`src/rtl/dfsm_layer_sequencer_pkg.sv`:
```
// Shared definitions for the DFSM layer sequencer and DFSM users: default sizing,
// derived config-word field widths, FSM state codes and a generic field extractor.
package dfsm_layer_sequencer_pkg;

  localparam int MAX_NPERIOD_DEF = 8;
  localparam int MAX_NLMAC_DEF   = 3 * 512 * 8;
  localparam int MAX_NSHFT_DEF   = 192;
  localparam int N_LAYERS_DEF    = 4;

  localparam int PW           = $clog2(MAX_NPERIOD_DEF);
  localparam int LW           = $clog2(MAX_NLMAC_DEF);
  localparam int SW           = $clog2(MAX_NSHFT_DEF);
  localparam int CONF_REG_LEN = PW + LW + SW;
  localparam int AW_DEF       = $clog2(N_LAYERS_DEF);

  localparam logic [2:0] ST_IDLE  = 3'd0;
  localparam logic [2:0] ST_LOAD  = 3'd1;
  localparam logic [2:0] ST_START = 3'd2;
  localparam logic [2:0] ST_WAIT  = 3'd3;
  localparam logic [2:0] ST_NEXT  = 3'd4;
  localparam logic [2:0] ST_FIN   = 3'd5;

  // Width-generic so it works for any sizing of the nPeriod/nLMAC/nSHFT slices.
  function automatic logic [31:0] cfg_field(input logic [63:0] word, input int lsb,
                                            input int width);
    logic [63:0] sh;
    sh = (word >> lsb) & ((64'd1 << width) - 64'd1);
    return sh[31:0];
  endfunction

endpackage

```
`src/rtl/dfsm_layer_sequencer_if.sv`:
```
// Host-CSR and DFSM-facing signals of the layer sequencer; slave is the sequencer side.
interface dfsm_layer_sequencer_if
  import dfsm_layer_sequencer_pkg::*;
#(
  parameter int AW  = AW_DEF,
  parameter int LEN = CONF_REG_LEN
) ();

  logic           tbl_we;
  logic [AW-1:0]  tbl_addr;
  logic [LEN-1:0] tbl_wdata;
  logic [AW:0]    n_layers;
  logic           run;
  logic           period_done;
  logic           cfg_bit;
  logic           cfg_en;
  logic           dfsm_start;
  logic           busy;
  logic           done;
  logic [AW-1:0]  layer_idx;

  modport master (
    output tbl_we, tbl_addr, tbl_wdata, n_layers, run, period_done,
    input  cfg_bit, cfg_en, dfsm_start, busy, done, layer_idx
  );

  modport slave (
    input  tbl_we, tbl_addr, tbl_wdata, n_layers, run, period_done,
    output cfg_bit, cfg_en, dfsm_start, busy, done, layer_idx
  );

endinterface

```
`src/rtl/dfsm_layer_sequencer_cfg_serializer.sv`:
```
// Parallel-load PISO: load_i captures word_i, then LEN cycles of cfg_en_o with bits LSB first.
// One cycle from load_i to first bit; no backpressure, a new load_i restarts the shift.
module dfsm_layer_sequencer_cfg_serializer #(
  parameter int LEN = 25
) (
  input  logic           clk,
  input  logic           rst,
  input  logic           load_i,
  input  logic [LEN-1:0] word_i,
  output logic           cfg_bit_o,
  output logic           cfg_en_o,
  output logic           last_o
);

  localparam int CNTW = $clog2(LEN + 1);

  logic [LEN-1:0]  sh_q, sh_d;
  logic [CNTW-1:0] cnt_q, cnt_d;
  logic            en_q, en_d;

  assign last_o    = en_q && (cnt_q == CNTW'(LEN - 1));
  assign cfg_bit_o = sh_q[0];
  assign cfg_en_o  = en_q;

  always_comb begin
    sh_d  = sh_q;
    cnt_d = cnt_q;
    en_d  = en_q;
    if (load_i) begin
      sh_d  = word_i;
      cnt_d = '0;
      en_d  = 1'b1;
    end else if (en_q) begin
      sh_d  = sh_q >> 1;
      cnt_d = cnt_q + CNTW'(1);
      if (last_o) en_d = 1'b0;
    end
  end

  always_ff @(posedge clk or negedge rst) begin
    if (!rst) begin
      sh_q  <= '0;
      cnt_q <= '0;
      en_q  <= 1'b0;
    end else begin
      sh_q  <= sh_d;
      cnt_q <= cnt_d;
      en_q  <= en_d;
    end
  end

endmodule

```
`src/rtl/dfsm_layer_sequencer.sv`:
```
// Steps one DFSM through a table of layer configs: serial load, start pulse, count periods.
// Outputs registered; run/table writes while busy are dropped, period_done outside WAIT ignored.
module dfsm_layer_sequencer
  import dfsm_layer_sequencer_pkg::*;
#(
  parameter int MAX_nPERIOD = MAX_NPERIOD_DEF,
  parameter int MAX_nLMAC   = MAX_NLMAC_DEF,
  parameter int MAX_nSHFT   = MAX_NSHFT_DEF,
  parameter int N_LAYERS    = N_LAYERS_DEF
) (
  input logic                  clk,
  input logic                  rst,
  dfsm_layer_sequencer_if.slave bus
);

  localparam int P_W   = $clog2(MAX_nPERIOD);
  localparam int L_W   = $clog2(MAX_nLMAC);
  localparam int S_W   = $clog2(MAX_nSHFT);
  localparam int C_LEN = P_W + L_W + S_W;
  localparam int A_W   = $clog2(N_LAYERS);
  localparam int CW    = P_W + 1;

  logic [C_LEN-1:0] tbl_q [N_LAYERS];
  logic [2:0]       state_q, state_d;
  logic [A_W-1:0]   layer_q, layer_d;
  logic [A_W:0]     nlay_q, nlay_d;
  logic [CW-1:0]    per_cnt_q, per_cnt_d;
  logic [CW-1:0]    np_eff_q, np_eff_d;
  logic             busy_q, done_q, start_q;

  logic             ser_load, ser_last, ser_bit, ser_en;
  logic [C_LEN-1:0] ser_word, cur_word;
  logic [A_W:0]     n_clamp;
  logic             np_is0;
  logic [CW-1:0]    np_val;

  assign cur_word = tbl_q[layer_q];
  assign np_is0   = (cfg_field(64'(cur_word), S_W + L_W, P_W) == 32'd0);
  assign np_val   = CW'(cfg_field(64'(cur_word), S_W + L_W, P_W));
  assign n_clamp  = (bus.n_layers > (A_W+1)'(N_LAYERS)) ? (A_W+1)'(N_LAYERS) : bus.n_layers;

  always_comb begin
    state_d   = state_q;
    layer_d   = layer_q;
    nlay_d    = nlay_q;
    per_cnt_d = per_cnt_q;
    np_eff_d  = np_eff_q;
    ser_load  = 1'b0;
    ser_word  = cur_word;
    case (state_q)
      ST_IDLE: begin
        if (bus.run) begin
          nlay_d  = n_clamp;
          layer_d = '0;
          if (n_clamp == '0) begin
            state_d = ST_FIN;
          end else begin
            state_d  = ST_LOAD;
            ser_load = 1'b1;
            ser_word = tbl_q[0];
          end
        end
      end
      ST_LOAD: if (ser_last) state_d = ST_START;
      ST_START: begin
        // A zero period count still runs one period so the DFSM always completes.
        np_eff_d  = np_is0 ? CW'(1) : np_val;
        per_cnt_d = '0;
        state_d   = ST_WAIT;
      end
      ST_WAIT: begin
        if (bus.period_done) begin
          per_cnt_d = per_cnt_q + CW'(1);
          if ((per_cnt_q + CW'(1)) == np_eff_q) state_d = ST_NEXT;
        end
      end
      ST_NEXT: begin
        if ({1'b0, layer_q} == (nlay_q - (A_W+1)'(1))) begin
          state_d = ST_FIN;
        end else begin
          layer_d  = layer_q + A_W'(1);
          ser_word = tbl_q[layer_q + A_W'(1)];
          ser_load = 1'b1;
          state_d  = ST_LOAD;
        end
      end
      ST_FIN:  state_d = ST_IDLE;
      default: state_d = ST_IDLE;
    endcase
  end

  always_ff @(posedge clk or negedge rst) begin
    if (!rst) begin
      for (int i = 0; i < N_LAYERS; i++) tbl_q[i] <= '0;
    end else if (bus.tbl_we && !busy_q) begin
      tbl_q[bus.tbl_addr] <= bus.tbl_wdata;
    end
  end

  always_ff @(posedge clk or negedge rst) begin
    if (!rst) begin
      state_q   <= ST_IDLE;
      layer_q   <= '0;
      nlay_q    <= '0;
      per_cnt_q <= '0;
      np_eff_q  <= '0;
      busy_q    <= 1'b0;
      done_q    <= 1'b0;
      start_q   <= 1'b0;
    end else begin
      state_q   <= state_d;
      layer_q   <= layer_d;
      nlay_q    <= nlay_d;
      per_cnt_q <= per_cnt_d;
      np_eff_q  <= np_eff_d;
      busy_q    <= state_d inside {ST_LOAD, ST_START, ST_WAIT, ST_NEXT};
      done_q    <= (state_d == ST_FIN);
      start_q   <= (state_d == ST_START);
    end
  end

  dfsm_layer_sequencer_cfg_serializer #(
    .LEN (C_LEN)
  ) u_ser (
    .clk       (clk),
    .rst       (rst),
    .load_i    (ser_load),
    .word_i    (ser_word),
    .cfg_bit_o (ser_bit),
    .cfg_en_o  (ser_en),
    .last_o    (ser_last)
  );

  assign bus.cfg_bit    = ser_bit;
  assign bus.cfg_en     = ser_en;
  assign bus.dfsm_start = start_q;
  assign bus.busy       = busy_q;
  assign bus.done       = done_q;
  assign bus.layer_idx  = layer_q;

endmodule

```
`src/flat_wrapper.sv`:
```
// flat-port wrapper written by rule: the top's interface ports become plain ports
module dfsm_layer_sequencer_flat import dfsm_layer_sequencer_pkg::*;
#(
  parameter int MAX_nPERIOD = MAX_NPERIOD_DEF,
  parameter int MAX_nLMAC   = MAX_NLMAC_DEF,
  parameter int MAX_nSHFT   = MAX_NSHFT_DEF,
  parameter int N_LAYERS    = N_LAYERS_DEF
)
  (clk, rst, bus_tbl_we, bus_tbl_addr, bus_tbl_wdata, bus_n_layers, bus_run, bus_period_done, bus_cfg_bit, bus_cfg_en, bus_dfsm_start, bus_busy, bus_done, bus_layer_idx);
  dfsm_layer_sequencer_if bus_i ();
  input logic clk;
  input logic rst;
  input wire logic [$bits(bus_i.tbl_we)-1:0] bus_tbl_we;
  input wire logic [$bits(bus_i.tbl_addr)-1:0] bus_tbl_addr;
  input wire logic [$bits(bus_i.tbl_wdata)-1:0] bus_tbl_wdata;
  input wire logic [$bits(bus_i.n_layers)-1:0] bus_n_layers;
  input wire logic [$bits(bus_i.run)-1:0] bus_run;
  input wire logic [$bits(bus_i.period_done)-1:0] bus_period_done;
  output wire logic [$bits(bus_i.cfg_bit)-1:0] bus_cfg_bit;
  output wire logic [$bits(bus_i.cfg_en)-1:0] bus_cfg_en;
  output wire logic [$bits(bus_i.dfsm_start)-1:0] bus_dfsm_start;
  output wire logic [$bits(bus_i.busy)-1:0] bus_busy;
  output wire logic [$bits(bus_i.done)-1:0] bus_done;
  output wire logic [$bits(bus_i.layer_idx)-1:0] bus_layer_idx;
  assign bus_i.tbl_we = bus_tbl_we;
  assign bus_i.tbl_addr = bus_tbl_addr;
  assign bus_i.tbl_wdata = bus_tbl_wdata;
  assign bus_i.n_layers = bus_n_layers;
  assign bus_i.run = bus_run;
  assign bus_i.period_done = bus_period_done;
  assign bus_cfg_bit = bus_i.cfg_bit;
  assign bus_cfg_en = bus_i.cfg_en;
  assign bus_dfsm_start = bus_i.dfsm_start;
  assign bus_busy = bus_i.busy;
  assign bus_done = bus_i.done;
  assign bus_layer_idx = bus_i.layer_idx;
  dfsm_layer_sequencer #(.MAX_nPERIOD(MAX_nPERIOD), .MAX_nLMAC(MAX_nLMAC), .MAX_nSHFT(MAX_nSHFT), .N_LAYERS(N_LAYERS)) u_core (.clk(clk), .rst(rst), .bus(bus_i));
endmodule
```
`config.mk`:
```
export PLATFORM = sky130hd
export DESIGN_NAME = dfsm_layer_sequencer_flat
export DESIGN_NICKNAME = d
export VERILOG_FILES = /design/src/rtl/dfsm_layer_sequencer_pkg.sv /design/src/rtl/dfsm_layer_sequencer_if.sv /design/src/rtl/dfsm_layer_sequencer_cfg_serializer.sv /design/src/rtl/dfsm_layer_sequencer.sv /design/src/flat_wrapper.sv
export SDC_FILE = /design/constraint.sdc
export NUM_CORES = 1
export LEC_CHECK = 0
export ABC_AREA = 0
export CAP_MARGIN = 30
export CORE_UTILIZATION = 50
export DETAILED_ROUTE_END_ITERATION = 8
export PLACE_DENSITY = 0.71
export RECOVER_POWER = 50
export SYNTH_ARGS = -nofsm -noshare
export SYNTH_HDL_FRONTEND = slang
export SYNTH_SLANG_ARGS = --single-unit
```
`constraint.sdc`:
```
create_clock -name clk -period 3.35 [get_ports clk]
set_input_delay 0.67 -clock clk [delete_from_list [all_inputs] [get_ports clk]]
set_output_delay 0.67 -clock clk [all_outputs]
set_load 0.01 [all_outputs]
```
==> results of run 1 <==
how the worst min path moves through the flow:
stage | slack (ns) | cells after the start | end
global route | 0.38 | 1 | u_core.per_cnt_q[3]
floorplan | 0.37 | 0 | u_core.bus.busy
global placement | 0.47 | 1 | u_core.u_ser.sh_q[22]
detailed placement | 0.48 | 1 | u_core.u_ser.sh_q[22]
finish | 0.32 | 1 | u_core.per_cnt_q[3]
CTS | 0.37 | 1 | u_core.per_cnt_q[3]
cell type report:
cell class	count	share of cell area [%]
flip-flops and latches	149	45.5
multi-input cells	336	38.0
repair buffers	54	6.12
clock buffers	21	5.74
well taps	176	2.69
clock inverters	11	1.51
inverters	8	0.366
report_power, final:
part	internal, mW	switching, mW	leakage [nW]
registers	2.50	0.500	1.87
clock network	1.15	0.746	0.285
logic	1.17	0.941	1.29
total	4.83	2.19	3.45
cell families (layout without fill, tap and decap cells):
| group | count (synthesis) | after routing |
|---|---|---|
| flip-flops | 149 | 149 |
| buffers and inverters | 40 | 94 |
| AO/OA/AOI/OAI | 124 | 124 |
| XOR/XNOR | 11 | 11 |
| AND/OR/NAND/NOR | 63 | 63 |
| adder cells (fa/ha/maj) | 4 | 4 |
| multiplexers | 134 | 134 |
placed cells by master, fill, tap and decap left out, types with 3 or more instances in the layout:
master / instances
ha_1: 4
a22o_1: 3
mux4_2: 20
nand2_1: 10
xnor2_1: 3
clkinvlp_4: 3
nand4_1: 3
o21a_1: 8
mux2_2: 104
a2bb2oi_2: 11
nor3_1: 7
clkbuf_16: 17
clkbuf_1: 3
dfrtp_1: 147
o22ai_1: 9
inv_1: 7
xor2_1: 8
a2bb2oi_1: 5
clkinv_2: 3
a22oi_1: 26
mux2i_1: 10
buf_4: 11
nor2b_1: 5
a21oi_1: 3
o21ai_0: 50
nor2_1: 20
clkdlybuf4s50_1: 39
nand3_1: 4
clkbuf_8: 3
a31oi_1: 3
routing by layer:
metal	GRT usage (%)	vias to the layer above
li1	-	2057
met1	28.9	2400
met2	35.9	125
met3	6.13	23
met4	8.87	0
met5	0	-
critical path, delay by kind of cell, from the launching register on:
| kind | cells | cell delay [ns] |
|---|---|---|
| buffers and inverters | 2 | 1.17 |
| flip-flops | 1 | 0.36 |
through the flow:
| step | hold WS [ns] | setup slack, ns | power [mW] | util (%) |
|---|---|---|---|---|
| after global routing | 0.380 | 0.364 | 7.41 | 60.7 |
| after global placement | 0.473 | 0.669 | 4.99 | 56.4 |
| final | 0.320 | 0.719 | 7.01 | 60.7 |
| after detailed placement | 0.476 | 0.576 | 5.13 | 56.4 |
| after CTS | 0.369 | 0.690 | 7.05 | 60.8 |
| after floorplan | 0.374 | 1.36 | 4.58 | - |
flip-flops by register name (all words and copies together) (netlist names):
register and cells:
u_core.tbl_q 100, u_core.u_ser.sh_q 25, u_core.u_ser.cnt_q 5, u_core.per_cnt_q 4, u_core.nlay_q 3, u_core.np_eff_q 3
u_core.state_q 3, u_core.bus.layer_idx 2, u_core.bus.busy 1, u_core.bus.dfsm_start 1, u_core.bus.done 1, u_core.u_ser.cfg_en_o 1
==> results.cfg, run 1 <==
[outcome]
outcome = finished with violations
violations = capacitance limit, slew limit

[drt]
route.met3.wl_microns = 780
first_pass_iters = 5
ant_nets = 0
dr_total_vias = 4605
top_layer = met4
drtIter0Drc = 367
wirelength_mm = 15.0
drc = 0
viasPerCell = 6.10
drt-met1-wl_mm = 6.56
post_drt_wl_per_cell_microns = 19.9
route.met2.wl_mm = 7.41

[die]
die_area_sq_mm = 0.0145
dieHeight_microns = 121
die_x_microns = 121
pin_count = 42
start_util_pct = 52.1
rows = 42
core-area_sq_mm = 0.0135

[timing]
rsz0062_at_grt = no
period_minus_slack_ns = 2.63
finalHoldViolations = 0
fin_crit_sh_pct = 78.5
finalMaxSlewViolations = 35
worst_clock_skew_ns = 0.00534
fmax_ghz = 0.380
tightest_slew_ns = 1.80
max_slew_margin_pct = -19.7
setup_viol = 0
setup_tns_ns = 0

[setup_path]
critPathLaunch = u_core.bus.layer_idx[0]
r2r_end = u_core.u_ser.sh_q[24]
path_max_fanout = 41
r2r-start = u_core.state_q[0]
cp_cell_sequence = buf_4 > clkdlybuf4s50_1
crit_type = reg -> out
critPathRequiredTime_ns = 2.68
end_kind = primary output
crit_slowest_cell = clkdlybuf4s50_1
reg2reg_slack_ns = 0.81
start_kind = register
crit_end = bus_layer_idx[0]
critPathArrivalTime_ns = 1.96
slowest_delay_ns = 0.66
reg2reg_depth = 5

[clock_network]
cts_made_buffers = 17
cts_tree = done
cts_setup_buffers = 0
clk_path_buf_depth = 2
htreeDepth = 4
clk_pin_slew_ns = 0.06
clock_sinks = 149
postCtsHoldBufs = 0
postCtsResizedCells = 0
cts-root-buf = clkbuf_16
clock_latency_ns = 0.43

[grt]
grt_usage_pct = 22.4
grt_max_degree = 98
grt_pass1_vias = 4819
antenna_found_initial = 0
grt_overflow = 0
grt_pass1_wl_mm = 24.6

[place]
port-buffer-count = 41
gp_congestion = 0.764
hpwl_mm = 9.30
place_inst = 723
dpl_cell_area_sq_mm = 0.00762

[pwr]
power.leakage_nw = 3.45
irDropWorstVdd_v = 0.000456
power_density_mw_per_mm2 = 856

[yosys]
synth_cell_type_count = 46
synth_fp_nets = 564
async_flop_share_pct = 100
avgSynthCellArea_sq_um = 13.4
ys_seq_elements = 149
ys_seq_area_share_pct = 53.0
yosysWarnings = 0
synthAdderAreaFrac_pct = 0.711
synth.top_cell.area_share_pct = 53.0
synth_flop_cell = dfrtp_1
synth_top_family_by_area = multiplexers
synthSimpleGateAreaFrac_pct = 4.87
synth-edff-count = 0
synth_compound_area_share_pct = 12.7
synth_mux_area_share_pct = 24.5
synth.most_common_cell = dfrtp_1
synth_cells = 525
synth_xor_area_share_pct = 1.37
synth_largest_area_cell = dfrtp_1
synth_area_sq_mm = 0.00704
ys_top_cells_by_count = 149 x dfrtp_1, 104 x mux2_2, 50 x o21ai_0
synth.area.top_cells = dfrtp_1 53%, mux2_2 17%, mux4_2 6.4%, o21ai_0 3.6%, a22oi_1 2.8%

[layout]
fin_area_sq_mm = 0.00820
diodes = 0
multiInputGateArea_sq_mm = 0.00312
seqCellArea_sq_mm = 0.00373
drive_above_1_share_pct = 32.5
n_fill_cell = 1031
stdcell_count = 755
syn2layout_area_growth_pct = 16.5
finalNetCount = 605

[worst_hold_path]
hold_path_class = in -> async

[run]
drv_cap = 1
No activity file was read; power rests on OpenSTA's default activity.
==> run 2, diff against run 1 <==
==> constraint.sdc (replaced) <==
create_clock -name clk -period 2.7 [get_ports clk]
set_input_delay 0.54 -clock clk [delete_from_list [all_inputs] [get_ports clk]]
set_output_delay 0.54 -clock clk [all_outputs]
set_load 0.01 [all_outputs]
==> run 2 against run 1 <==
The flow still finishes with violations (capacitance limit, slew limit). Utilization is 0.17 points higher. Count of clock-buffer cells in the layout is 2 higher. Clock skew hardly changed. Non-clock buffer count is 1 higher. Highest routed layer unchanged. Critical endpoint unchanged.
==> results.cfg, run 2 (same netlist as run 1, synthesis figures left out) <==
[timing]
setup_tns_ns = 0
tightest_slew_ns = 2.13
finalMaxSlewViolations = 84
worst_clock_skew_ns = 0.00507
setup_ws_ns = 0.198
setup_viol = 0
rsz0062_at_grt = no
fmax_ghz = 0.400
period_minus_slack_ns = 2.50
max_slew_margin_pct = -42.2
fin_crit_sh_pct = 92.6
finalHoldViolations = 0

[clock_network]
clock_sinks = 149
htreeDepth = 4
clock_latency_ns = 0.42
cts_made_buffers = 17
postCtsHoldBufs = 0
postCtsResizedCells = 0
cts_setup_buffers = 0
cts_tree = done
clk_path_buf_depth = 2
clk_pin_slew_ns = 0.06
cts-root-buf = clkbuf_16

[drt]
first_pass_iters = 5
drc = 0
dr_total_vias = 4532
drtIter0Drc = 418
viasPerCell = 5.99
post_drt_wl_per_cell_microns = 19.4
wirelength_mm = 14.7
ant_nets = 0

[die]
die_area_sq_mm = 0.0145
rows = 42
core-area_sq_mm = 0.0135
pin_count = 42
dieHeight_microns = 121
start_util_pct = 52.1
die_x_microns = 121

[layout]
diodes = 0
post-route-util_pct = 60.8
final_cell_mix = 147 x dfrtp_1, 104 x mux2_2, 50 x o21ai_0
drive_above_1_share_pct = 32.8
syn2layout_area_growth_pct = 16.8
finalNetCount = 606
largest_reg_flops = 100
stdcell_count = 756
n_fill_cell = 1036
layout_commonest_cell = dfrtp_1
largest-register = u_core.tbl_q
top_regs = u_core.tbl_q (100), u_core.u_ser.sh_q (25), u_core.u_ser.cnt_q (5)

[setup_path]
start_kind = register
path_max_fanout = 41
r2r_end = u_core.u_ser.sh_q[18]
crit_type = reg -> out
critPathArrivalTime_ns = 1.96
crit_family = buffers and inverters
crit_buf_inv = 2
end_kind = primary output
reg2reg_slack_ns = 0.32
cp_cell_sequence = buf_4 > clkdlybuf4s50_1
slowest_delay_ns = 0.66
reg2reg_depth = 7
crit_slowest_cell = clkdlybuf4s50_1
critPathRequiredTime_ns = 2.16
crit_cells = 2
r2r-start = u_core.nlay_q[0]
crit_end = bus_layer_idx[0]
critPathLaunch = u_core.bus.layer_idx[0]

[pwr]
power_density_mw_per_mm2 = 1050
seq_power_share_pct = 43.0
combPwrFrac_pct = 30.6
p_sw_mw = 2.65
pwr-share-clk_pct = 26.4
irDropWorstVdd_v = 0.000519
total_power_mw = 8.60
power.leakage_nw = 3.46
p_sw_share_pct = 30.8
p_int_mw = 5.95

[grt]
grt_pass1_vias = 4734
grt_overflow = 0
grt_usage_pct = 22.2
grt_max_degree = 85
antenna_found_initial = 0
grt_pass1_wl_mm = 24.5

[run]
drv_cap = 1

[place]
port-buffer-count = 41
dpl_worst_slack_ns = 0.124
gp_congestion = 0.803
hpwl_mm = 9.16
place_inst = 724

[outcome]
violations = capacitance limit, slew limit
outcome = finished with violations

[worst_hold_path]
hold_path_class = reg -> reg
[run 2: metal layers]
layer  vias up  track usage (%)  wire length (microns)
met5         -                0                      0
met4         0             8.10                    269
met3        21             4.34                    516
met2        81             36.2                   7340
met1      2376             29.5                   6580
li1       2054                -                      -
[run 2: power groups by stage]
stage | logic, mW | registers, mW | clock network [mW]
final | 2.63 | 3.70 | 2.27
after global routing | 2.90 | 3.81 | 2.38
after CTS | 2.66 | 3.69 | 2.30
after detailed placement | 2.65 | 3.73 | 0
after global placement | 2.55 | 3.66 | 0
after floorplan | 2.17 | 3.52 | 0
[run 2: final cells by class]
class                      count  area, sq um  area share [%]
clock buffer                  23          498            6.06
clock inverter                 9         75.1           0.914
inverter                       8         30.0           0.365
multi-input combinational    336         3100            37.8
sequential                   149         3730            45.4
tap                          176          220            2.68
timing repair buffer          55          561            6.82
[run 2: worst register-to-register path, stage by stage (launching register included)]
cell,delay [ns]
dfrtp_1,0.38
inv_1,0.07
ha_1,0.31
xor2_1,0.19
a31oi_1,0.80
a22oi_1,0.22
o22ai_1,0.22
o21a_1,0.14
[run 2: worst min-delay path by stage]
stage	from	to	depth (start not counted)
2_1_floorplan	rst	u_core.bus.busy	0
3_5_place_dp	u_core.u_ser.sh_q[4]	u_core.u_ser.sh_q[4]	1
6_report	u_core.u_ser.sh_q[5]	u_core.u_ser.sh_q[5]	1
5_1_grt	u_core.u_ser.sh_q[20]	u_core.u_ser.sh_q[20]	1
3_3_place_gp	u_core.u_ser.sh_q[22]	u_core.u_ser.sh_q[22]	1
4_1_cts	rst	u_core.tbl_q[23]	1
[run 2: through the flow]
step	instance area (sq um)	hold WS (ns)
after global placement	7670	0.476
after CTS	8240	0.204
final	8220	0.495
after detailed placement	7670	0.480
after global routing	8220	0.511
after floorplan	7040	0.244
